--- config.mk ---
export PLATFORM = sky130hd
export DESIGN_NAME = vadd_float_arbiter
export DESIGN_NICKNAME = d
export VERILOG_FILES = /design/src/rtl/vadd_float_arbiter.sv
export SDC_FILE = /design/constraint.sdc
export NUM_CORES = 1
export LEC_CHECK = 0
export BUFFER_PORTS_ARGS = -buffer_cell sky130_fd_sc_hd__buf_2
export CORE_MARGIN = 3
export CORE_UTILIZATION = 25
export DETAILED_ROUTE_END_ITERATION = 12
export PLACE_DENSITY_LB_ADDON = 0.1
export SLEW_MARGIN = 20
export SYNTH_ARGS = -nofsm -noshare
export SYNTH_HDL_FRONTEND = slang
export SYNTH_SLANG_ARGS = --single-unit
--- constraint.sdc ---
create_clock -name ap_aclk -period 3.95 [get_ports ap_aclk]
set_clock_uncertainty 0.15 [all_clocks]
set_input_delay 0.79 -clock ap_aclk [delete_from_list [all_inputs] [get_ports ap_aclk]]
set_output_delay 0.79 -clock ap_aclk [all_outputs]
set_load 0.01 [all_outputs]
--- src/rtl/vadd_float_arbiter.sv ---
// Round-robin, packet-granular sharing of one AXI4-Stream float adder between two requesters.
// Optional sticky protocol error flag (port err) is built when VADD_FLOAT_ARBITER_ERR_EN is defined.
`timescale 1ns/1ps

module vadd_float_arbiter #(
    parameter int C_AXIS_TDATA_WIDTH = 32,
    parameter int C_TAG_DEPTH        = 32
) (
    input  logic                          ap_aclk,
    input  logic                          ap_areset,

    input  logic                          s0_axis_a_tvalid,
    output logic                          s0_axis_a_tready,
    input  logic [C_AXIS_TDATA_WIDTH-1:0] s0_axis_a_tdata,
    input  logic                          s0_axis_a_tlast,
    input  logic                          s0_axis_b_tvalid,
    output logic                          s0_axis_b_tready,
    input  logic [C_AXIS_TDATA_WIDTH-1:0] s0_axis_b_tdata,
    input  logic                          s0_axis_b_tlast,
    output logic                          m0_axis_c_tvalid,
    input  logic                          m0_axis_c_tready,
    output logic [C_AXIS_TDATA_WIDTH-1:0] m0_axis_c_tdata,
    output logic                          m0_axis_c_tlast,

    input  logic                          s1_axis_a_tvalid,
    output logic                          s1_axis_a_tready,
    input  logic [C_AXIS_TDATA_WIDTH-1:0] s1_axis_a_tdata,
    input  logic                          s1_axis_a_tlast,
    input  logic                          s1_axis_b_tvalid,
    output logic                          s1_axis_b_tready,
    input  logic [C_AXIS_TDATA_WIDTH-1:0] s1_axis_b_tdata,
    input  logic                          s1_axis_b_tlast,
    output logic                          m1_axis_c_tvalid,
    input  logic                          m1_axis_c_tready,
    output logic [C_AXIS_TDATA_WIDTH-1:0] m1_axis_c_tdata,
    output logic                          m1_axis_c_tlast,

    output logic                          m_axis_fa_tvalid,
    input  logic                          m_axis_fa_tready,
    output logic [C_AXIS_TDATA_WIDTH-1:0] m_axis_fa_tdata,
    output logic                          m_axis_fa_tlast,
    output logic                          m_axis_fb_tvalid,
    input  logic                          m_axis_fb_tready,
    output logic [C_AXIS_TDATA_WIDTH-1:0] m_axis_fb_tdata,
    output logic                          m_axis_fb_tlast,

    input  logic                          s_axis_fr_tvalid,
    output logic                          s_axis_fr_tready,
    input  logic [C_AXIS_TDATA_WIDTH-1:0] s_axis_fr_tdata,
    input  logic                          s_axis_fr_tlast
`ifdef VADD_FLOAT_ARBITER_ERR_EN
    ,
    output logic                          err
`endif
);

    localparam int AW = $clog2(C_TAG_DEPTH);

    typedef enum logic [0:0] {
        IDLE = 1'b0,
        BUSY = 1'b1
    } state_t;

    state_t r_state;
    state_t w_state_nxt;
    logic   r_grant;
    logic   w_grant_nxt;
    logic   r_rr_ptr;
    logic   w_rr_ptr_nxt;
    logic   r_fa_done;
    logic   w_fa_done_nxt;
    logic   r_fb_done;
    logic   w_fb_done_nxt;

    logic          r_tag_mem [C_TAG_DEPTH];
    logic [AW:0]   r_wr_ptr;
    logic [AW:0]   r_rd_ptr;
    logic [AW:0]   w_tag_cnt;
    logic          w_tag_full;
    logic          w_tag_empty;
    logic          w_tag_head;
    logic          w_push;
    logic          w_pop;

    logic                          w_req0;
    logic                          w_req1;
    logic                          w_a_tvalid;
    logic                          w_b_tvalid;
    logic [C_AXIS_TDATA_WIDTH-1:0] w_a_tdata;
    logic [C_AXIS_TDATA_WIDTH-1:0] w_b_tdata;
    logic                          w_a_tlast;
    logic                          w_b_tlast;
    logic                          w_issue;
    logic                          w_fa_valid;
    logic                          w_fb_valid;
    logic                          w_fa_hs;
    logic                          w_fb_hs;
    logic                          w_beat_done;

    // Operand path: the granted requester's streams are muxed straight onto the adder.
    assign w_req0     = s0_axis_a_tvalid & s0_axis_b_tvalid;
    assign w_req1     = s1_axis_a_tvalid & s1_axis_b_tvalid;
    assign w_a_tvalid = r_grant ? s1_axis_a_tvalid : s0_axis_a_tvalid;
    assign w_b_tvalid = r_grant ? s1_axis_b_tvalid : s0_axis_b_tvalid;
    assign w_a_tdata  = r_grant ? s1_axis_a_tdata  : s0_axis_a_tdata;
    assign w_b_tdata  = r_grant ? s1_axis_b_tdata  : s0_axis_b_tdata;
    assign w_a_tlast  = r_grant ? s1_axis_a_tlast  : s0_axis_a_tlast;
    assign w_b_tlast  = r_grant ? s1_axis_b_tlast  : s0_axis_b_tlast;

    // Both operands must be present before either side is offered, so the
    // adder never sees a lone operand from a beat that could still change owner.
    assign w_issue     = (r_state == BUSY) & w_a_tvalid & w_b_tvalid & ~w_tag_full;
    assign w_fa_valid  = w_issue & ~r_fa_done;
    assign w_fb_valid  = w_issue & ~r_fb_done;
    assign w_fa_hs     = w_fa_valid & m_axis_fa_tready;
    assign w_fb_hs     = w_fb_valid & m_axis_fb_tready;
    assign w_beat_done = w_issue & (r_fa_done | w_fa_hs) & (r_fb_done | w_fb_hs);

    assign m_axis_fa_tvalid = w_fa_valid;
    assign m_axis_fa_tdata  = w_a_tdata;
    assign m_axis_fa_tlast  = w_a_tlast;
    assign m_axis_fb_tvalid = w_fb_valid;
    assign m_axis_fb_tdata  = w_b_tdata;
    assign m_axis_fb_tlast  = w_b_tlast;

    assign s0_axis_a_tready = w_beat_done & ~r_grant;
    assign s0_axis_b_tready = w_beat_done & ~r_grant;
    assign s1_axis_a_tready = w_beat_done &  r_grant;
    assign s1_axis_b_tready = w_beat_done &  r_grant;

    always_comb begin
        w_state_nxt   = r_state;
        w_grant_nxt   = r_grant;
        w_rr_ptr_nxt  = r_rr_ptr;
        w_fa_done_nxt = r_fa_done;
        w_fb_done_nxt = r_fb_done;
        case (r_state)
            IDLE: begin
                if (w_req0 | w_req1) begin
                    w_state_nxt = BUSY;
                    if (w_req0 & w_req1) begin
                        w_grant_nxt = r_rr_ptr;
                    end else begin
                        w_grant_nxt = w_req1;
                    end
                end
            end
            BUSY: begin
                if (w_beat_done) begin
                    w_fa_done_nxt = 1'b0;
                    w_fb_done_nxt = 1'b0;
                    if (w_a_tlast) begin
                        w_rr_ptr_nxt = ~r_grant;
                        w_state_nxt  = IDLE;
                    end
                end else begin
                    if (w_fa_hs) begin
                        w_fa_done_nxt = 1'b1;
                    end
                    if (w_fb_hs) begin
                        w_fb_done_nxt = 1'b1;
                    end
                end
            end
            default: begin
                w_state_nxt = IDLE;
            end
        endcase
    end

    always_ff @(posedge ap_aclk) begin
        if (ap_areset) begin
            r_state   <= IDLE;
            r_grant   <= 1'b0;
            r_rr_ptr  <= 1'b0;
            r_fa_done <= 1'b0;
            r_fb_done <= 1'b0;
        end else begin
            r_state   <= w_state_nxt;
            r_grant   <= w_grant_nxt;
            r_rr_ptr  <= w_rr_ptr_nxt;
            r_fa_done <= w_fa_done_nxt;
            r_fb_done <= w_fb_done_nxt;
        end
    end

    // Tag FIFO: one owner bit per beat in flight; pointers carry an extra wrap bit.
    assign w_tag_cnt   = r_wr_ptr - r_rd_ptr;
    assign w_tag_full  = (w_tag_cnt == (AW+1)'(C_TAG_DEPTH));
    assign w_tag_empty = (w_tag_cnt == '0);
    assign w_tag_head  = r_tag_mem[r_rd_ptr[AW-1:0]];
    assign w_push      = w_beat_done;
    assign w_pop       = s_axis_fr_tvalid & s_axis_fr_tready;

    always_ff @(posedge ap_aclk) begin
        if (ap_areset) begin
            r_wr_ptr <= '0;
            r_rd_ptr <= '0;
        end else begin
            if (w_push) begin
                r_wr_ptr <= r_wr_ptr + 1'b1;
            end
            if (w_pop) begin
                r_rd_ptr <= r_rd_ptr + 1'b1;
            end
        end
    end

    always_ff @(posedge ap_aclk) begin
        if (w_push) begin
            r_tag_mem[r_wr_ptr[AW-1:0]] <= r_grant;
        end
    end

    // Return path: the head tag steers results; a result with no tag is held, never dropped.
    assign s_axis_fr_tready = ~w_tag_empty & (w_tag_head ? m1_axis_c_tready : m0_axis_c_tready);
    assign m0_axis_c_tvalid = s_axis_fr_tvalid & ~w_tag_empty & ~w_tag_head;
    assign m1_axis_c_tvalid = s_axis_fr_tvalid & ~w_tag_empty &  w_tag_head;
    assign m0_axis_c_tdata  = s_axis_fr_tdata;
    assign m0_axis_c_tlast  = s_axis_fr_tlast;
    assign m1_axis_c_tdata  = s_axis_fr_tdata;
    assign m1_axis_c_tlast  = s_axis_fr_tlast;

`ifdef VADD_FLOAT_ARBITER_ERR_EN
    logic r_err;

    always_ff @(posedge ap_aclk) begin
        if (ap_areset) begin
            r_err <= 1'b0;
        end else if ((w_beat_done & (w_a_tlast ^ w_b_tlast)) |
                     (s_axis_fr_tvalid & w_tag_empty)) begin
            r_err <= 1'b1;
        end
    end

    assign err = r_err;
`endif

endmodule

Word-level counts from Yosys, hierarchy flattened
Memories as Yosys holds them, arrays and structs flattened. A register that Yosys moved wholly into a read port is not among the register bits.
Index checks and enable logic that the tools add are counted.

storage, ports and cells
  RAM bits = 32
  memories = 1
  bits in read-only memories = 0
  latch bits = 0
  register bits = 17
  bits of input ports = 176
  output and inout bits = 141

memories
  name       depth  width  rd ports  clocked after Yosys merged registers in  write ports  line  text
  r_tag_mem  32     1      1         1                                        1            75    logic r_tag_mem [C_TAG_DEPTH];

cells by class
  $lt $le $gt $ge = 0
  div/mod/pow operators = 0
  reductions and logical operators = 7
  add/subtract/negate cells = 3
  shifts and indexed selects = 0
  bitwise operators = 29
  equality and inequality tests = 1
  multiplexer cells = 20
  $mul = 0

operators with widths
  cell                                          number
  2-to-1 mux 32 bit                             2
  bitwise AND 1 bit                             19
  2-to-1 mux 1 bit                              15
  adder 6 x 1 -> 6 bit (second input constant)  2
  2-to-1 mux 5 bit                              2
  inverter 1 bit                                7
  equality test 6 bit (second input constant)   1
  zero test 6 bit                               1
  AND reduction 2 bit                           3
  subtractor 6 bit                              1
  nonzero test 2 bit                            2
  OR 1 bit                                      3
  AND reduction 3 bit                           1
  one-hot mux 1 bit (2 select lines)            1

Logic depth before layout (Yosys ltp)
  word-level depth = 11
  gate-level depth with buffers = 10

Least setup slack after synthesis
OpenSTA, ideal clock, no wires.

  path kind = reg2out
  from = register r_rd_ptr[1]
  to = output s0_axis_b_tready
  arrival time = 2288 ps
  buffers on the path = 2
  required time = 3010 ps
  slack = 722 ps
  stages on the path, launching flop included = 11
  cell sequence = dfxtp_1 -> inv_1 -> ha_1 -> nor2b_1 -> o31a_1 -> and2_1 -> o31ai_1 -> o31ai_1 -> clkbuf_1 -> nor3_1 -> buf_4

on the way
  longest elaborated chain between the ends = 10
  elaborated cells between the ends (all ways) = 13

RTL lines
  what                      line  text
  start: declaration        77    logic [AW:0] r_rd_ptr;
  start signal: assignment  204   r_rd_ptr <= r_rd_ptr + 1'b1;
  subtractor 6 bit *        188   assign w_tag_cnt = r_wr_ptr - r_rd_ptr;
  equality test 6 bit *     189   assign w_tag_full = (w_tag_cnt == (AW+1)'(C_TAG_DEPTH));
  inverter 1 bit *          112   assign w_issue = (r_state == BUSY) & w_a_tvalid & w_b_tvalid & ~w_tag_full;
  bitwise AND 1 bit *       112
  bitwise AND 1 bit         113   assign w_fa_valid = w_issue & ~r_fa_done;
  bitwise AND 1 bit         115   assign w_fa_hs = w_fa_valid & m_axis_fa_tready;
  OR 1 bit                  117   assign w_beat_done = w_issue & (r_fa_done | w_fa_hs) & (r_fb_done | w_fb_hs);
  bitwise AND 1 bit         117
  bitwise AND 1 bit *       117
  bitwise AND 1 bit *       -
  end: declaration          17    output logic s0_axis_b_tready,

Mark *: on every way between the ends. The rest lies on a longest branch, timed or not.

==> results.md <==
- Static timing analysis puts the maximum clock frequency at 275 MHz.
- The clock passes through at most 2 buffers.
- The die is 133 um tall.
- The number of DRC markers in iteration 0 is 274.
- Of the available clock period, the critical path in the final layout requires 92.2%.
- The max-slew violation count is 0.
- The cell count after placement is 746.
- The initial utilization of the core area, before any placement, comes to 26.0%.
- A synthesized cell averages 10.1 um2.
- The floorplan step defined a die boundary enclosing 17600 um2.
- After synthesis the netlist holds a flip-flop and latch count of 54.
- The final cell count without fillers is 754.
- Routability-driven placement finished with a final weighted congestion of 0.825.
- For this run, the post-layout net count is 728.
- The site row count is 45.
- Along the worst path, the maximum fanout reaches 12.
- The xor/xnor share of the synthesized area is 0.653%.
- The cell area after synthesis is 4020 um2.
- TritonCTS built the clock tree.
- Clock-pin slew was measured on the worst setup and hold paths at 80 ps.
- The number of endpoints failing setup at the final stage is 0.
- The proportion of layout cells with a drive suffix above 1 is 58.2%.
- The die boundary width is 133 um.
- Compared with the post-synthesis result, the final layout area differs by 23.6%.
- The area occupied by registers is 1410 um2.
- The kind of critical path is reg2out.
- The number of antenna violations at the first check in global routing was 9.
- After floorplanning, the core was sized to cover 15500 um2.
- The time the worst path needs with I/O delays and setup is 3640 ps.
- In the final layout, the multi-input gates occupy 1990 um2.
- Fill cells in the final layout number 1647.
- The worst path required time is 3010 ps.
- The gate count after technology mapping is 399.
- After global routing the overflow that remains totals 0.
- The total clock buffers created by CTS is 5.
- The category of the worst setup path launch point is a register.
- The synthesized netlist devotes 3.11% of its cell area to adder and majority cells.
- The overall power after layout is 1.46 mW.
- The combined global-route utilization of all metal layers is 17.4%.
- The synthesized design contains 32 enable-type register cells.
- The worst setup path is captured at a primary output.
- The most frequently used flop master after synthesis is edfxtp_1.
- Adding up every negative setup slack in the final design gives 0 ps.
- The leakage power total is 2.08 nW.
- Max-cap violations in this run came to 0.
- The final routed wire length divided by cell count is 21.7 um.
- Buffers placed on the I/O ports in this run total 217.
- Multiplexer cells account for 25.1% of the synthesized area.
- Counting distinct cell types in the post-synthesis netlist gives 45.
- The post-synthesis net count is 585.
- The half-perimeter wire length after detailed placement is 14.0 mm.
- The mean number of vias per cell is 4.68.
- In the synthesized netlist the async set-or-reset flop fraction comes to 0%.
- Before antenna repair, the detailed router went through 4 iterations.
- The flow ran to the end, and the final reports show no timing, DRC or antenna violations.
- The total routed wirelength is 16.4 mm.
- The via count of the first global-routing pass is 3508.
- The number of inserted diodes is 0.
- The tree is rooted in a clkbuf_16.
- The largest family of logic cells by synthesized area is multiplexers.
- The number of clock sinks seen by CTS is 54.
- Sequential cells were found to cover 34.8% of the synthesized design area.
- The warning count from the yosys run is 0.
- The worst pin sits at a relative slew slack of 56.5%.
- The I/O pin count is 317.
- The classification of the worst-slack hold path is reg2reg.
- The worst endpoint data arrival time is 2700 ps.
- The routed layout has 3525 vias.
- The synthesized netlist devotes 13.8% of its cell area to simple gates.
- Setup repair after global routing left no endpoint under its margin.
- The top cell types in the final layout, fill and taps aside, are buf_2, mux2_2, nor2_1, edfxtp_1, dfxtp_1.
- For the pin with the worst max-slew slack, the measured transition is 652 ps.
- The final routed DRC violation total is 0.
- The number of hold violations in the final report is 0.
- The library cell used most frequently in the layout, excluding fill and tap cells, is buf_2.
- The power per cell area is 294 nW/um2.
- The complex-gate fraction of the synthesized area is 6.84%.
- The global-route wire length before repair is 23.0 mm.
- The detail route stage leaves a number of antenna-violating nets equal to 0.
- The source-to-sink clock delay at the later pin of the worst-skew pair is 290 ps.
- Entering global routing, the biggest net connects 50 pins.
- The H-tree generated during clock tree synthesis spans 2 levels.
- After clock tree synthesis, the flow added hold-fix buffers numbering 0.
- The worst-case vdd ir drop is 195 uV.
## report_power, final
group	leakage, nW	switching [mW]	total, mW	internal (mW)
Clock	0.0740	0.207	0.446	0.239
Combinational	1.52	0.202	0.395	0.193
Sequential	0.489	0.0198	0.622	0.602
Total	2.08	0.429	1.46	1.03
## timing repair
| item | CTS | global route |
|---|---|---|
| setup buffers | 0 | 0 |
| gates resized for setup | 0 | 1 |
| endpoints found under the hold margin | 0 | 0 |
| setup endpoints to repair | 0 | 2 |
## per-layer routing
layer  vias to the layer above  global-route usage (%)  part of all wire [%]
li1                       1651                       -                     -
met1                      1651                    23.2                    42
met2                       201                    24.7                    43
met3                        18                    10.1                    13
met4                         4                    2.89                   1.0
met5                         -                       0                  0.16
## cell families (layout without fill, tap and decap cells)
kind of cell | Yosys count | count (layout)
compound gates | 43 | 43
xor+xnor | 3 | 3
fa+ha+maj | 10 | 10
buf+inv | 95 | 239
flops | 54 | 54
mux | 85 | 85
simple gates | 109 | 109
## path summary, 6_finish.rpt
path	from	to	slack, ps	cells after the start
max	register	s_axis_fr_tready	310	7
min	r_rd_ptr[4]$_SDFFE_PP0P_	register	360	2
max reg2reg	register	register	770	8
min reg2reg	r_rd_ptr[4]$_SDFFE_PP0P_	register	360	2
## cell type report
type | count | share of cell area (%)
clock buffers | 5 | 2.52
flip-flops and latches | 54 | 28.3
inverters | 9 | 0.679
multi-input cells | 250 | 40.1
well taps | 211 | 5.31
clock inverters | 3 | 0.528
repair buffers | 222 | 22.6
## flip-flops by register name (all words and copies together) (netlist names), named ones only
| register | flops |
|---|---|
| r_rr_ptr | 1 |
| r_wr_ptr | 6 |
| r_state | 1 |
| r_rd_ptr | 6 |
| r_fa_done | 1 |
| r_grant | 1 |
| r_tag_mem | 32 |
| r_fb_done | 1 |
## worst max-delay path, cell delays in order, from the launching register on
cell	delay, ps
dfxtp_1	690
mux4_1	620
nor2_1	100
nor4b_1	70
nor4_2	430
mux2i_1	290
nor2_1	60
buf_2	150
## cells in the mapped netlist (2+ instances only)
master	instances	area [um2]
inv_1	9	33.8
o31a_1	3	26.3
nand3b_1	3	22.5
nand3_1	12	60.1
nor2_1	46	173
a21oi_1	12	60.1
xnor2_1	2	17.5
or4_1	4	30.0
dfxtp_1	22	440
and3_1	3	18.8
o31ai_1	6	45.0
o21a_1	3	22.5
mux2_2	79	890
nor2b_1	5	31.3
nor4b_1	2	17.5
ha_1	10	125
nand2b_1	3	18.8
nor3_1	6	30.0
o22ai_1	5	31.3
buf_4	70	526
or3_1	3	18.8
clkbuf_1	15	56.3
edfxtp_1	32	961
nor4_1	4	25.0
and2_1	2	12.5
mux4_1	3	78.8
o21ai_0	8	40.0
mux2i_1	2	20.0
nand2_1	9	33.8
## per-stage QoR
step	cell area (um2)	hold slack (ps)	utilization, %	setup slack (ps)
final	4970	365	32.1	307
after global routing	4970	381	32.1	23.8
after CTS	4970	364	32.1	211
after detailed placement	4820	350	31.1	557
after global placement	4820	349	31.1	614
after floorplan	4020	313	-	722
(Power assumes the default switching activity.)
